===== config.mk =====
export PLATFORM = sky130hd
export DESIGN_NAME = qix_nvram_sequencer
export DESIGN_NICKNAME = d
export VERILOG_FILES = /design/src/rtl/qix_nvram_sequencer.sv
export SDC_FILE = /design/constraint.sdc
export NUM_CORES = 1
export LEC_CHECK = 0
export CORE_MARGIN = 1
export CORE_UTILIZATION = 42
export DETAILED_ROUTE_END_ITERATION = 6
export PLACE_DENSITY = 0.8
export SYNTH_ARGS = -nofsm -noshare
export SYNTH_HDL_FRONTEND = slang
export SYNTH_SLANG_ARGS = --single-unit

===== constraint.sdc =====
create_clock -name clk_20m -period 1.76 [get_ports clk_20m]
set_input_delay 0.264 -clock clk_20m [delete_from_list [all_inputs] [get_ports clk_20m]]
set_output_delay 0.264 -clock clk_20m [all_outputs]
set_load 0.02 [all_outputs]

===== src/rtl/qix_nvram_sequencer.sv =====
// NVRAM port sequencer: default fill after reset, HPS image download into NVRAM, upload back to HPS.
// Outputs are registered; upload bytes take 3 cycles per ioctl_rd with ioctl_wait stalling the HPS meanwhile.
module qix_nvram_sequencer #(
    parameter logic [7:0] NV_IDX   = 8'd4,
    parameter int         ADDR_W   = 10,
    parameter logic [7:0] FILL_VAL = 8'h00
) (
    input  logic        clk_20m,
    input  logic        reset_n,
    input  logic        ioctl_download,
    input  logic        ioctl_upload,
    input  logic [7:0]  ioctl_index,
    input  logic [24:0] ioctl_addr,
    input  logic [7:0]  ioctl_dout,
    input  logic        ioctl_wr,
    input  logic        ioctl_rd,
    output logic [7:0]  ioctl_din,
    output logic        ioctl_wait,
    output logic [15:0] nv_addr,
    output logic [7:0]  nv_wdata,
    output logic        nv_we,
    input  logic [7:0]  nv_rdata,
    input  logic        cpu_nv_wr,
    output logic        busy,
    output logic        dirty
);

    typedef enum logic [1:0] {
        ST_INIT,
        ST_IDLE,
        ST_LOAD,
        ST_UPLOAD
    } state_t;

    state_t            state, state_nxt;
    logic [ADDR_W-1:0] fill_cnt, fill_cnt_nxt;
    logic [ADDR_W-1:0] addr_q, addr_nxt;
    logic [7:0]        wdata_nxt;
    logic              we_nxt;
    logic [7:0]        din_nxt;
    logic              wait_nxt;
    logic              dirty_nxt;
    logic              busy_nxt;
    logic [1:0]        fstage, fstage_nxt;   // upload fetch: 0 idle, 1 address out, 2 data returning
    logic              oob, oob_nxt;

    logic dl_sel;
    logic ul_sel;
    logic in_range;

    assign dl_sel   = ioctl_download & (ioctl_index == NV_IDX);
    assign ul_sel   = ioctl_upload & (ioctl_index == NV_IDX);
    assign in_range = (ioctl_addr[24:ADDR_W] == '0);
    assign nv_addr  = {{(16-ADDR_W){1'b0}}, addr_q};

    always_ff @(posedge clk_20m) begin
        if (!reset_n) begin
            state      <= ST_INIT;
            fill_cnt   <= '0;
            addr_q     <= '0;
            nv_wdata   <= 8'h00;
            nv_we      <= 1'b0;
            ioctl_din  <= 8'h00;
            ioctl_wait <= 1'b0;
            dirty      <= 1'b0;
            busy       <= 1'b1;
            fstage     <= 2'd0;
            oob        <= 1'b0;
        end else begin
            state      <= state_nxt;
            fill_cnt   <= fill_cnt_nxt;
            addr_q     <= addr_nxt;
            nv_wdata   <= wdata_nxt;
            nv_we      <= we_nxt;
            ioctl_din  <= din_nxt;
            ioctl_wait <= wait_nxt;
            dirty      <= dirty_nxt;
            busy       <= busy_nxt;
            fstage     <= fstage_nxt;
            oob        <= oob_nxt;
        end
    end

    always_comb begin
        state_nxt    = state;
        fill_cnt_nxt = fill_cnt;
        addr_nxt     = addr_q;
        wdata_nxt    = nv_wdata;
        we_nxt       = 1'b0;
        din_nxt      = ioctl_din;
        wait_nxt     = ioctl_wait;
        dirty_nxt    = dirty;
        fstage_nxt   = fstage;
        oob_nxt      = oob;

        case (state)
            ST_INIT: begin
                // A download preempts the fill; unfilled locations keep whatever they held.
                if (dl_sel) begin
                    state_nxt = ST_LOAD;
                end else begin
                    we_nxt       = 1'b1;
                    wdata_nxt    = FILL_VAL;
                    addr_nxt     = fill_cnt;
                    fill_cnt_nxt = fill_cnt + 1'b1;
                    if (&fill_cnt) begin
                        state_nxt = ST_IDLE;
                    end
                end
            end

            ST_IDLE: begin
                if (dl_sel) begin
                    state_nxt = ST_LOAD;
                end else if (ul_sel) begin
                    state_nxt = ST_UPLOAD;
                end else if (cpu_nv_wr) begin
                    dirty_nxt = 1'b1;
                end
            end

            ST_LOAD: begin
                if (!dl_sel) begin
                    state_nxt = ST_IDLE;
                    dirty_nxt = 1'b0;
                end else if (ioctl_wr && in_range) begin
                    we_nxt    = 1'b1;
                    addr_nxt  = ioctl_addr[ADDR_W-1:0];
                    wdata_nxt = ioctl_dout;
                end
            end

            ST_UPLOAD: begin
                case (fstage)
                    2'd0: begin
                        if (!ul_sel) begin
                            state_nxt = ST_IDLE;
                            dirty_nxt = 1'b0;
                        end else if (ioctl_rd) begin
                            addr_nxt   = ioctl_addr[ADDR_W-1:0];
                            oob_nxt    = !in_range;
                            wait_nxt   = 1'b1;
                            fstage_nxt = 2'd1;
                        end
                    end
                    2'd1: begin
                        fstage_nxt = 2'd2;
                    end
                    default: begin
                        din_nxt    = oob ? 8'h00 : nv_rdata;
                        wait_nxt   = 1'b0;
                        fstage_nxt = 2'd0;
                    end
                endcase
            end

            default: begin
                state_nxt = ST_INIT;
            end
        endcase

        // busy drops only after a full cycle settled in IDLE, so it trails the last fill write.
        busy_nxt = !((state == ST_IDLE) && (state_nxt == ST_IDLE));
    end

endmodule

After elaboration in Yosys (flattened, before gate mapping)
Cells that the tools add are included.
{ "word_totals": {"register_bits": 45, "in_bits": 56, "word_cells": 93} }
{ "op_classes": {"addsub": 1, "eq_ne": 19, "n_mux": 37, "bitwise": 5, "n_reduce_logical": 20} }
{ "op_table": {"columns": ["cell", "count"], "rows": [
  ["two-way mux 10 bit", 6],
  ["two-way mux 8 bit", 4],
  ["one-hot mux 10 bit (3 select lines)", 1],
  ["!= test 2 bit, second input constant", 13],
  ["two-way mux 2 bit", 9],
  ["one-hot mux 8 bit (2 select lines)", 1],
  ["zero test 15 bit", 1],
  ["AND reduction 7 bit", 2],
  ["AND reduction 4 bit", 3],
  ["two-way mux 1 bit", 11],
  ["adder 10 x 1 -> 10 bit, second input constant", 1],
  ["AND reduction 10 bit", 1],
  ["== test 8 x 3 -> 1 bit, second input constant", 1],
  ["one-hot mux 2 bit (4 select lines)", 1],
  ["== test 2 x 1 -> 1 bit, second input constant", 3],
  ["nonzero test 3 bit", 2],
  ["== test 2 bit, second input constant", 2],
  ["zero test 2 bit", 2],
  ["one-hot mux 1 bit (2 select lines)", 2],
  ["one-hot mux 2 bit (2 select lines)", 1],
  ["AND reduction 2 bit", 2],
  ["NOT 1 bit", 3],
  ["one-hot mux 1 bit (3 select lines)", 1],
  ["AND reduction 3 bit", 1],
  ["other kinds (5)", 8]
]} }

Depth between registers and ports, before layout
Gate-level depths: netlist (run 1).
{ "depth": {"ltp_word": 8, "depth_mapped": 7, "depth_no_buf": 5} }

Worst setup path before layout (run 1)
OpenSTA, ideal clock, no wires.
{ "synth_timing": {"path_type": "input to register", "start": "input port ioctl_index[1]", "end": "register addr_q[0]", "setup_time_ns": 0.120, "arrival_ns": 1.435, "path_slack_ns": 0.205, "path_stages": 6, "n_path_buf": 1, "cell_sequence": "nor4b_4 nand3_4 nor3_4 nor3_2 buf_6 mux2i_1"} }
{ "synth_between": {"elab_chain_cells": 4} }
{ "synth_lines": {"columns": ["item", "line_no", "source"], "rows": [
  ["start: declaration", "12", "input logic [7:0] ioctl_index,"],
  ["== test 8 x 3 -> 1 bit *", "51, 52", null],
  ["AND 1 bit, on equally long branches", "52, 51", null],
  ["!= test 2 bit (no line)", null, null],
  ["AND reduction 7 bit (no line) *", null, null],
  ["end signal: assignment", "72", "addr_q <= addr_nxt;"],
  ["end: declaration", "37", "logic [ADDR_W-1:0] addr_q, addr_nxt;"]
]} }
Every way passes the cells marked *; elsewhere a longest branch is shown, timed or not.
A chain may end at the register's enable or synchronous reset.

Final worst setup path (run 1)
{ "layout_timing": {"start": "input port ioctl_addr[21]", "end": "register addr_q[2]"} }
{ "layout_between": {"elab_chain_cells": 4} }
{ "layout_lines": {"columns": ["item", "line_no", "source"], "rows": [
  ["start: declaration", "13", "input logic [24:0] ioctl_addr,"],
  ["zero test 15 bit", "53", "assign in_range = (ioctl_addr[24:ADDR_W] == '0);"],
  ["logical AND 1 bit", "126", "end else if (ioctl_wr && in_range) begin"],
  ["!= test 2 bit (no line)", null, null],
  ["AND reduction 7 bit (no line)", null, null]
]} }
No other way between the ends.

==> run metrics, run 1 <==
status finished, final reports clean; initial antenna violation count 0; MaxCap Viol Count 0; post-synth cell types 40; drt initial violations 76; hold slack 0.472 ns; Leak around 1.3 nW; CP required 1.97 ns; top cells by count, synth dfxtp_1 (45), nand2_1 (22), nor2b_1 (21); WL/cell around 15 µm; die footprint 5360 µm²; top-count cell post-synth dfxtp_1; Seq/Total Area, Yosys 42.3%; H-Tree Depth 2; Placer Congestion 0.808; Worst IR Drop VDD 0.302 mV; crit path DAT 1.91 ns; Hold Crit Class reg -> reg; Root Buffer clkbuf_8; CTS buffer count 5; Final Hold Viols 0; share of layout cells above drive strength 1 between 10% and 20%; Pwr per Cell Area 582 nW/µm²; Yosys top cell area share 42.3%; Final Max Tran Viols 0; Avg Vias per Cell 5.07; Synth async-reset ratio 0%; GRT Util Overall about a fifth; CTS clk-pin slew, worst paths 0.08 ns; Synth Flop Type dfxtp_1; final-report setup violation count 0; Post-synth EDFFs 0; post-DP HPWL 3960 µm; # DRC 0; DRT Wirelength 5610 µm; synthesis-to-finish area growth 54.3%; hold buffers post-CTS 0; synthesized area 2130 µm²; CP startpoint kind input port; Synth area leader dfxtp_1; Antenna Nets Post-Route 0; Placement Rows 25; Buffers on Ports between 80 and 90; unrepaired setup endpoints after global routing no; Layout Nets 377; total grt overflow 0; Die W 73.2 µm; maximum clock insertion buffer count 2; core area 4820 µm²; clk_skew 0.00571 ns; first-pass GRT wire length approximately 8300 µm; type of the worst setup path in -> reg; top cells by area, synth dfxtp_1 (42%), nor2b_1 (6.2%), mux2i_1 (5.6%); Vias 1961; Avg Cell Area, Syn 9.56 µm²; Crit. End Element flip-flop; drt pass-1 iters 4; Die Ht 73.2 µm; CP max FO 5; maximum number of pins on one net before global-route repair 32; Syn Inst Count between 200 and 250; Layout Utilization 68.2%; clock latency on the worst-skew pair 0.29 ns; flops & latches, synth between 40 and 50; clock period minus worst slack 1.70 ns; vias in the first global route 1844; Max Fclk 0.588 GHz; Top Ports 92; Starting Density ~44%; Diodes inserted 0; CTS Sinks 45; TritonCTS clock tree yes; Ys Warns 0; Final period util 96.6%
layout by cell type (no fill, tap or decap), types with 6 or more instances in the layout:
master and instances:
conb_1 6, clkdlybuf4s50_1 75, nand4_1 8, nand2_1 22, clkbuf_8 6, dlymetal6s2s_1 9, nor3b_1 9, xnor2_1 8
dfxtp_1 44, a22oi_1 6, mux2i_1 11, mux2_2 10, and2_1 10, a21oi_1 12, buf_4 16, nor2b_1 21
registers in the layout (all words and copies together) (netlist names):
signal,cells
addr_q,10
fill_cnt,10
ioctl_din,8
nv_wdata,8
fstage,2
state,2
busy,1
dirty,1
ioctl_wait,1
nv_we,1
oob,1
kinds of logic after synthesis:
kind of cell | Yosys count | share of synthesized area [%]
buffers and inverters | 22 | 5.40
multiplexers | 22 | 10.9
other | 1 | 0.176
AO/OA/AOI/OAI | 31 | 9.45
flip-flops | 45 | 42.3
adder cells (fa/ha/maj) | 1 | 0.587
XOR/XNOR | 9 | 3.70
AND/OR/NAND/NOR | 92 | 27.5
metal layers:
layer / vias up / share of wire (%) / GRT usage [%]
met2: 71 / 49 / 36.9
met3: 5 / 7.6 / 5.25
met4: 0 / 0.69 / 5.88
li1: 969 / - / -
met5: - / 0 / 0
met1: 916 / 43 / 24.3
worst max-delay path, cell delays in order:
cell and delay, ns:
clkdlybuf4s50_1 0.41, nor4_2 0.30, nand4_1 0.15, buf_6 0.16, nor3_4 0.20, nor3_4 0.08, buf_6 0.15, mux2i_2 0.18
repair_timing:
action	4_1_cts	5_1_grt
cloned	1	0
gates resized for setup	2	19
pin swaps	4	10
setup endpoints to repair	22	26
buffers inserted	2	0
endpoints found under the hold margin	0	0
where the power goes:
group	internal [mW]	total, mW	switching [mW]
clock	0.312	0.640	0.328
combinational	0.151	0.231	0.0800
sequential	1.03	1.04	0.0140
total	1.49	1.91	0.422
worst paths after layout:
path / start / endpoint / slack (ns) / cells after the start
max reg2reg: state[0] / addr_q[2] / 0.13 / 6
min: dirty / dirty / 0.47 / 1
max: ioctl_addr[21] / addr_q[2] / 0.06 / 8
min reg2reg: dirty / dirty / 0.47 / 1
cell type report:
type | count | area, µm²
Fill cell | 396 | 1530
Sequential cell | 45 | 902
Inverter | 2 | 7.51
Tap cell | 67 | 83.8
Timing Repair Buffer | 104 | 1030
Clock buffer | 7 | 86.3
Multi-Input combinational cell | 162 | 1180
per-stage QoR:
step           setup WS, ns  TNS, ns  instance area [µm²]  power [mW]  cells
3_3_place_gp         -0.364    -9.93                 3100        1.29    377
4_1_cts             0.00286        0                 3220        1.92    387
6_report             0.0603        0                 3290        1.91    387
2_1_floorplan         0.205        0                 2150        1.15    228
5_1_grt              0.0141        0                 3290        1.97    387
3_5_place_dp         -0.422   -10.34                 3100        1.30    377
No activity file was read; power rests on OpenSTA's default activity.
==> run 2, diff against run 1 <==
--- a/config.mk
+++ b/config.mk
@@ -5,10 +5,12 @@
 export SDC_FILE = /design/constraint.sdc
 export NUM_CORES = 1
 export LEC_CHECK = 0
+export CELL_PAD_IN_SITES_DETAIL_PLACEMENT = 2
+export CELL_PAD_IN_SITES_GLOBAL_PLACEMENT = 2
 export CORE_MARGIN = 1
-export CORE_UTILIZATION = 42
+export CORE_UTILIZATION = 24
 export DETAILED_ROUTE_END_ITERATION = 6
-export PLACE_DENSITY = 0.8
+export PLACE_DENSITY_LB_ADDON = 0.1
 export SYNTH_ARGS = -nofsm -noshare
 export SYNTH_HDL_FRONTEND = slang
 export SYNTH_SLANG_ARGS = --single-unit
==> run 2 against run 1 <==
Against the previous run:
- routed wire length is 17% higher
- non-clock buffer count is 1 higher
- worst hold slack worse by 0.0079 ns
- register-to-register slack hardly changed
- sequential power hardly changed
==> run metrics, run 2 (synthesized netlist as in run 1, its figures left out) <==
Met1 Wirelength 2670 µm (was 2420 µm); H-Tree Depth 2 (unchanged); total grt overflow 0 (unchanged); CTS buffer count 5 (unchanged); Final Max Tran Viols 0 (unchanged); commonest non-fill, non-tap cells in the layout clkdlybuf4s50_1 (67), dfxtp_1 (45), nand2_1 (22) (was clkdlybuf4s50_1 (75), dfxtp_1 (44), nand2_1 (22)); Avg Vias per Cell 4.66 (was 5.07); Placer Congestion 0.730 (was 0.808); clock share of power 34.1% (was 33.4%); WL/cell 15.2 µm (was 14.5 µm); Die Ht 96.2 µm (was 73.2 µm); sequential share of power 53.9% (was 54.5%); Leak 1.29 nW (was 1.26 nW); Crit path largest cell delay 0.37 ns (was 0.41 ns); Die W 96.2 µm (was 73.2 µm); final-report setup violation count 0 (unchanged); Layout Nets 378 (was 377); DRT Wirelength 6550 µm (was 5610 µm); Vias 2003 (was 1961); maximum clock insertion buffer count 2 (unchanged); Final WS setup 0.122 ns (was 0.0603 ns); vias in the first global route 2075 (was 1844); CTS Sinks 45 (unchanged); clock latency on the worst-skew pair 0.30 ns (was 0.29 ns); hold slack 0.464 ns (was 0.472 ns); Buffers on Ports 85 (unchanged); CP cell instances dlygate4sd2_1 > nor4_4 > a311oi_2 > buf_4 > nor3_2 > buf_12 > mux2i_1 (was clkdlybuf4s50_1 > nor4_2 > nand4_1 > buf_6 > nor3_4 > nor3_4 > buf_6 > mux2i_2); core area 8680 µm² (was 4820 µm²); share of layout cells above drive strength 1 15.5% (was 15.0%); CTS clk-pin slew, worst paths 0.09 ns (was 0.08 ns); CP required 1.99 ns (was 1.97 ns); crit path max-delay cell type nor4_4 (was clkdlybuf4s50_1); # DRC 0 (unchanged); Met2 Wirelength 3330 µm (was 2730 µm); maximum number of pins on one net before global-route repair 31 (was 32); Final period util 93.1% (was 96.6%); clk_skew 0.0106 ns (was 0.00571 ns); Gate power share 11.9% (was 12.1%); Final Hold Viols 0 (unchanged); die footprint 9260 µm² (was 5360 µm²); Fillers 971 (was 396); synthesis-to-finish area growth 57.1% (was 54.3%); Root Buffer clkbuf_8 (unchanged); Antenna Nets Post-Route 0 (unchanged); Crit. End Element flip-flop (unchanged); initial antenna violation count 0 (unchanged); post-DP HPWL 4910 µm (was 3960 µm); Layout Cells excl Fill 430 (was 387); Multi-input gate area 1180 µm² (about the same); commonest non-fill, non-tap cell in the layout clkdlybuf4s50_1 (unchanged); Worst IR Drop VDD 0.251 mV (was 0.302 mV); unrepaired setup endpoints after global routing no (unchanged); met3 WL 483 µm (was 426 µm); crit path DAT 1.87 ns (was 1.91 ns); Top Ports 92 (unchanged); Starting Density 24.6% (was 44.2%); GRT Util Overall 14.7% (was 20.7%); CP startpoint kind input port (unchanged); type of the worst setup path in -> reg (unchanged); Max Fclk 0.611 GHz (was 0.588 GHz); switch share 24.6% (was 22.0%); first-pass GRT wire length 10300 µm (was 8340 µm); Post-Place Cells 419 (was 377); max layer used met4 (unchanged); worst slack, placed -0.487 ns (was -0.422 ns); drt initial violations 37 (was 76); Placement Rows 34 (was 25); top flop regs addr_q (10), fill_cnt (10) (unchanged); TritonCTS clock tree yes (unchanged); Hold Crit Class reg -> reg (unchanged); Diodes inserted 0 (unchanged); FF/Latch Area 901 µm² (was 902 µm²); Pwr per Cell Area 578 nW/µm² (was 582 nW/µm²); MaxCap Viol Count 0 (unchanged); Design Area, Final 3350 µm² (was 3290 µm²); Net Sw Power 476 µW (was 422 µW); clock period minus worst slack 1.64 ns (was 1.70 ns); CP max FO 10 (was 5); DP Area 3180 µm² (was 3100 µm²); internal power 1.46 mW (was 1.49 mW); drt pass-1 iters 5 (was 4); status finished, final reports clean (unchanged)
run 2: changes by cell type in the layout (fill, tap and decap cells not counted), moves of 2 or more:
cell	delta
buf_4	+2
buf_6	-2
clkdlybuf4s50_1	-8
clkinv_4	+2
dlygate4sd2_1	+6
dlymetal6s2s_1	+2
run 2: per-stage QoR:
step	TNS (ns)	utilization (%)	power [mW]
after global placement	-10.66	36.6	1.30
after detailed placement	-12.09	36.6	1.31
final	0	38.6	1.93
after floorplan	0	-	1.15
after global routing	0	38.6	2.05
after CTS	-0.0173	38.0	1.99
run 2: final timing paths:
kind,end,from,cells past startpoint,slack [ns]
min,addr_q[9],addr_q[9],2,0.46
max reg2reg,addr_q[6],state[0],6,0.13
min reg2reg,addr_q[9],addr_q[9],2,0.46
max,addr_q[6],ioctl_index[6],7,0.12
run 2: what timing repair did:
action	in CTS	in global routing
resized for setup	9	16
hold buffers	0	0
pin swaps	6	9
endpoints found under the setup margin	26	23
gates cloned	1	0
setup buffers	2	0
run 2: routing by layer:
layer	up-vias	track usage [%]
met5	-	0
met4	0	3.73
met3	6	3.87
met2	61	26.8
met1	968	16.9
li1	968	-
run 2: power by group through the flow:
stage / logic [mW] / clock network [mW] / registers (mW)
after floorplan: 0.0793 / 0 / 1.07
after global placement: 0.235 / 0 / 1.07
after detailed placement: 0.238 / 0 / 1.07
after CTS: 0.237 / 0.711 / 1.04
after global routing: 0.251 / 0.751 / 1.05
final: 0.231 / 0.660 / 1.04
run 2: final cells by class:
type,instances,share of cell area (%)
Inverter,2,0.224
Clock buffer,5,2.06
Timing Repair Buffer,105,30.9
Sequential cell,45,26.9
Multi-Input combinational cell,162,35.2
Tap cell,108,4.04
Clock inverter,3,0.673
run 2: critical path, delay by kind of cell:
kind	cells	cell delay (ns)
compound gates	1	0.17
buf+inv	3	0.62
mux	1	0.19
simple gates	2	0.61
